==> config.mk <==
export PLATFORM = sky130hd
export DESIGN_NAME = poseidon_input_packer
export DESIGN_NICKNAME = d
export VERILOG_FILES = /design/src/rtl/poseidon_input_packer.sv
export SDC_FILE = /design/constraint.sdc
export NUM_CORES = 1
export LEC_CHECK = 0
export ABC_AREA = 0
export BUFFER_PORTS_ARGS = -buffer_cell sky130_fd_sc_hd__buf_4
export CORE_ASPECT_RATIO = 0.6
export CORE_MARGIN = 2
export CORE_UTILIZATION = 27
export CTS_BUF_LIST = sky130_fd_sc_hd__clkbuf_4 sky130_fd_sc_hd__clkbuf_8 sky130_fd_sc_hd__clkbuf_16
export CTS_CLUSTER_DIAMETER = 200
export DETAILED_ROUTE_END_ITERATION = 16
export PLACE_DENSITY = 0.47
export SYNTH_ARGS = -nofsm -noshare
export SYNTH_HDL_FRONTEND = slang
export SYNTH_SLANG_ARGS = --single-unit
==> constraint.sdc <==
create_clock -name clk -period 1.6 [get_ports clk]
set_input_delay 0.4 -clock clk [delete_from_list [all_inputs] [get_ports clk]]
set_output_delay 0.4 -clock clk [all_outputs]
set_load 0.05 [all_outputs]
==> src/rtl/poseidon_input_packer.sv <==
// poseidon_input_packer: assembles IN_W-bit host words (little-endian word
// order) into ELEM_W-bit field elements and groups ELEMS elements per packet,
// flagging the final element with out_last. Output is an AXI-style
// valid/ready stream that holds steady until accepted.
// Optional build macro: PACKER_STATS_EN adds the pkt_count packet counter.
//
// state | meaning
// FILL  | collecting words of the current element
// HOLD  | completed element presented on out_*, waiting for out_ready
module poseidon_input_packer #(
  parameter int IN_W   = 64,
  parameter int ELEM_W = 255,
  parameter int ELEMS  = 3
) (
  input  logic              clk,
  input  logic              resetn,
  input  logic              in_valid,
  output logic              in_ready,
  input  logic [IN_W-1:0]   in_data,
  output logic              out_valid,
  input  logic              out_ready,
  output logic              out_last,
  output logic [ELEM_W-1:0] out_payload,
  output logic              err_msb
`ifdef PACKER_STATS_EN
  ,
  output logic [15:0]       pkt_count
`endif
);

  localparam int WPE    = (ELEM_W + IN_W - 1) / IN_W;
  localparam int TOP_W  = ELEM_W - IN_W * (WPE - 1);
  localparam int WIDX_W = (WPE > 1) ? $clog2(WPE) : 1;
  localparam int EIDX_W = (ELEMS > 1) ? $clog2(ELEMS) : 1;
  localparam logic [WIDX_W-1:0] WIDX_LAST = WIDX_W'(WPE - 1);
  localparam logic [EIDX_W-1:0] EIDX_LAST = EIDX_W'(ELEMS - 1);

  typedef enum logic {FILL, HOLD} state_t;

  state_t              state, state_nxt;
  logic [WIDX_W-1:0]   word_idx;
  logic [EIDX_W-1:0]   elem_idx, elem_inc, elem_load;
  logic [ELEM_W-1:0]   acc, acc_nxt;
  logic                in_hs, out_hs, last_word, load, hi_bad;

  // A HOLD can only accept a word while the element is leaving the same cycle,
  // so an in-handshake in HOLD always coincides with an out-handshake.
  assign in_ready  = resetn & ((state == FILL) | ((state == HOLD) & out_ready));
  assign in_hs     = in_valid & in_ready;
  assign out_hs    = out_valid & out_ready;
  assign last_word = (word_idx == WIDX_LAST);
  assign load      = in_hs & last_word;
  assign elem_inc  = (elem_idx == EIDX_LAST) ? '0 : elem_idx + 1'b1;
  // Index of the element being completed: advances first if the presented
  // element is accepted in the same cycle (only possible when WPE == 1).
  assign elem_load = out_hs ? elem_inc : elem_idx;

  // Merge the incoming word into the accumulator; the top word is truncated
  // to the element width and any discarded set bit is reported.
  always_comb begin
    acc_nxt = acc;
    for (int k = 0; k < WPE - 1; k++) begin
      if (word_idx == WIDX_W'(k)) acc_nxt[IN_W*k +: IN_W] = in_data;
    end
    if (last_word) acc_nxt[ELEM_W-1 -: TOP_W] = in_data[TOP_W-1:0];
    hi_bad = last_word & (|(in_data >> TOP_W));
  end

  // FSM state register.
  always_ff @(posedge clk) begin
    if (!resetn) state <= FILL;
    else         state <= state_nxt;
  end

  // FSM next-state logic.
  always_comb begin
    state_nxt = state;
    case (state)
      FILL:    if (load) state_nxt = HOLD;
      HOLD:    if (out_hs) state_nxt = load ? HOLD : FILL;
      default: state_nxt = FILL;
    endcase
  end

  // Word/element counters, accumulator, output element register and error flag.
  always_ff @(posedge clk) begin
    if (!resetn) begin
      word_idx    <= '0;
      elem_idx    <= '0;
      acc         <= '0;
      out_valid   <= 1'b0;
      out_last    <= 1'b0;
      out_payload <= '0;
      err_msb     <= 1'b0;
    end else begin
      if (in_hs) begin
        acc      <= acc_nxt;
        word_idx <= last_word ? '0 : word_idx + 1'b1;
        if (hi_bad) err_msb <= 1'b1;
      end
      if (out_hs) elem_idx <= elem_inc;
      if (load) begin
        out_valid   <= 1'b1;
        out_payload <= acc_nxt;
        out_last    <= (elem_load == EIDX_LAST);
      end else if (out_hs) begin
        out_valid <= 1'b0;
        out_last  <= 1'b0;
      end
    end
  end

`ifdef PACKER_STATS_EN
  // Completed-packet counter, wraps at 16 bits.
  always_ff @(posedge clk) begin
    if (!resetn)               pkt_count <= '0;
    else if (out_hs & out_last) pkt_count <= pkt_count + 16'd1;
  end
`endif

endmodule

==> metrics.csv <==
stage,metric,value,unit
detailed_routing,wl_per_cell,23.8,µm
synthesis,synth.avg_cell_area,10.6,µm²
placed_design,hpwlAfterDp,44.6,mm
synthesis,ys_warn_count,0,
clocking,clk_latency,580,ps
clocking,cts_buffers,48,
setup_path,r2r_cells,8,
final_layout,antenna_cells,0,
synthesis,synth.distinct_cells,34,
power,p_per_area,1030,nW/µm²
final_layout,final_area,24900,µm²
detailed_routing,num_vias,15800,
grt,grt_max_degree,121,
clocking,cts.sinks,455,
clocking,clkSlewWorstSetupHoldPaths,70,ps
setup_path,crit_path_end_kind,output port,
setup_path,critical_path_required,1200,ps
worst_hold_path,hold_path.class,in2reg,
power,peakVddDrop,0.634,mV
status,violations,setup timing,
placed_design,gp_congestion,0.771,
final_layout,syn_to_final_growth,38.5,%
final_layout,final_core_util,0.377,
final_layout,nNetsFinal,2069,
synthesis,synthFlopType,dfxtp_1,
floorplanning,dieArea,68800,µm²
final_layout,mostFrequentLayoutCells,"dfxtp_1 (404), buf_4 (303), a31oi_1 (192)",
synthesis,synth_xor_area_frac,0,
detailed_routing,drt-vias-per-instance,5.40,
placed_design,io_buffers,326,
floorplanning,die-height,204,µm
floorplanning,coreArea,66000,µm²
synthesis,synth-edff-count,0,
grt,track_usage,0.188,
clocking,ctsRootBufferMaster,clkbuf_16,
floorplanning,std_cell_rows,73,
setup_path,cp.arrival,1390,ps
timing,slew_headroom,0.573,
detailed_routing,drc,0,
grt,grt_remaining_overflow,0,
clocking,cts_tree,built,
synthesis,synth_top_family_by_area,compound AO/OA/AOI/OAI gates,
detailed_routing,drt_iter0_drc,1321,
timing,finalMaxSlewViolations,0,
detailed_routing,drt_pass1_iterations,5,
job,drv_cap,0,
placed_design,place_area,22300,µm²
timing,rsz0062_at_grt,true,
detailed_routing,totalWireLength,69.6,mm
status,status,"complete, but fails checks",
timing,worst_slack,-185,ps
final_layout,layout-drive-gt1-share,0.319,
grt,grt_pass1_vias,14900,
synthesis,synth_fa_ha_area_frac,0.00278,
synthesis,synth_compound_area_frac,0.291,
detailed_routing,antenna_left,0,
setup_path,start_kind,register,
grt,grt_pass1_wl,99.5,mm
timing,setup_viol,1,
synthesis,synthArstFlopShare,0,
floorplanning,die_w,337,µm
synthesis,yosysSeqAreaShare,0.506,
placed_design,pre_cts_ws,-147,ps
synthesis,synth-simple-area-share,0.0309,
synthesis,ys_ff_latch,455,
timing,period_share,1.12,
worst_hold_path,min_path_cells,2,
power,leakage,9.25,nW
timing,max_freq,560,MHz
timing,tightestPinTransition,640,ps
timing,finalCriticalPeriod,1790,ps
clocking,htreeDepth,2,
clocking,clk_path_buf_depth,3,
timing,setup_tns,-185,ps
timing,holdWs,110,ps
synthesis,netlist_instances,1695,
setup_path,cp_max_fo,2,
setup_path,worst-setup-path-type,reg2out,
synthesis,synth_area,18000,µm²
timing,hold_viol,0,
grt,antenna_found_initial,0,
synthesis,synth_mux_area_frac,0.107,
final_layout,final_common_cell,dfxtp_1,
floorplanning,initial_utilization,0.272,
synthesis,synth_nets,1767,
timing,fin_skew,10.6,ps
floorplanning,pin_count,327,
==> synthesized netlist by cell type, types with 3 or more instances <==
master    count  area (µm²)
a31oi_1     192        1200
ha_1          4        50.1
mux2i_1     192        1920
nand4_1      67         419
nor3_2        3        30.0
buf_2       135         676
a21oi_1      72         360
a211oi_1    192        1440
buf_4        17         128
o31ai_1      66         495
buf_1         6        22.5
dfxtp_1     455        9110
a22o_1      189        1660
inv_1         7        26.3
nor2_1        4        15.0
clkbuf_1     69         259
a31oi_2       3        37.5
==> routing by layer <==
metal | share of wire | vias up | GRT usage
met2 | 0.42 | 518 | 0.266
li1 | - | 7288 | -
met4 | 0.016 | 0 | 0.0395
met1 | 0.51 | 7942 | 0.290
met5 | 0 | - | 0
met3 | 0.054 | 70 | 0.0343
==> where the power goes <==
| group | switching (mW) | internal (mW) | leakage (nW) |
|---|---|---|---|
| Clock | 4.78 | 6.58 | 0.790 |
| Combinational | 1.60 | 1.09 | 4.76 |
| Sequential | 0.150 | 11.6 | 3.71 |
| Total | 6.52 | 19.3 | 9.25 |
==> registers in the layout (all words and copies together) (netlist names) <==
name         count
word_idx         2
out_payload    255
acc            192
elem_idx         2
state            1
err_msb          1
out_last         1
out_valid        1
==> kinds of logic (layout without fill, tap and decap cells) <==
group,after synthesis,after routing
adders and majority gates,4,4
buffers and inverters,236,569
and+or+nand+nor,89,89
AOI/OAI and AO/OA,719,719
muxes,192,192
DFF,455,455
==> what timing repair did <==
| action | in CTS | in global routing |
|---|---|---|
| setup endpoints to repair | 431 | 233 |
| gates resized for setup | 132 | 55 |
| pin swaps | 2 | 7 |
| setup buffers | 3 | 9 |
| hold buffers | 0 | 0 |
| cloned | 1 | 11 |
==> cell type report <==
| cell class | count | area, µm² |
|---|---|---|
| Clock buffer | 70 | 1450 |
| Clock inverter | 11 | 126 |
| Fill cell | 6468 | 41100 |
| Inverter | 8 | 37.5 |
| Multi-Input combinational cell | 1004 | 7980 |
| Sequential cell | 455 | 9180 |
| Tap cell | 900 | 1130 |
| Timing Repair Buffer | 480 | 5030 |
==> critical path, stage by stage, from the launching register on <==
cell	delay [ps]
dfxtp_2	320
nor2b_4	120
buf_6	120
nor2_4	90
buf_6	160
==> stage by stage <==
step                      power (mW)  cells
after detailed placement        14.5   2824
after global placement          14.5   2824
after CTS                       26.0   2909
after global routing            26.7   2928
after floorplan                 13.4   1695
final                           25.8   2928
==> path summary, 6_finish.rpt <==
| path | to | from | slack, ps |
|---|---|---|---|
| worst min register to register | out_payload[211]$_SDFFE_PN0P_ | out_payload[211]$_SDFFE_PN0P_ | 470 |
| worst min-delay path | acc[27]$_SDFFE_PN0P_ | in_data[27] | 110 |
| worst max register to register | acc[172]$_SDFFE_PN0P_ | word_idx[1]$_SDFFE_PN0P_ | 30 |
| worst max-delay path | in_ready | state$_SDFF_PN0_ | -190 |
Power figures use the tool's default switching activity.
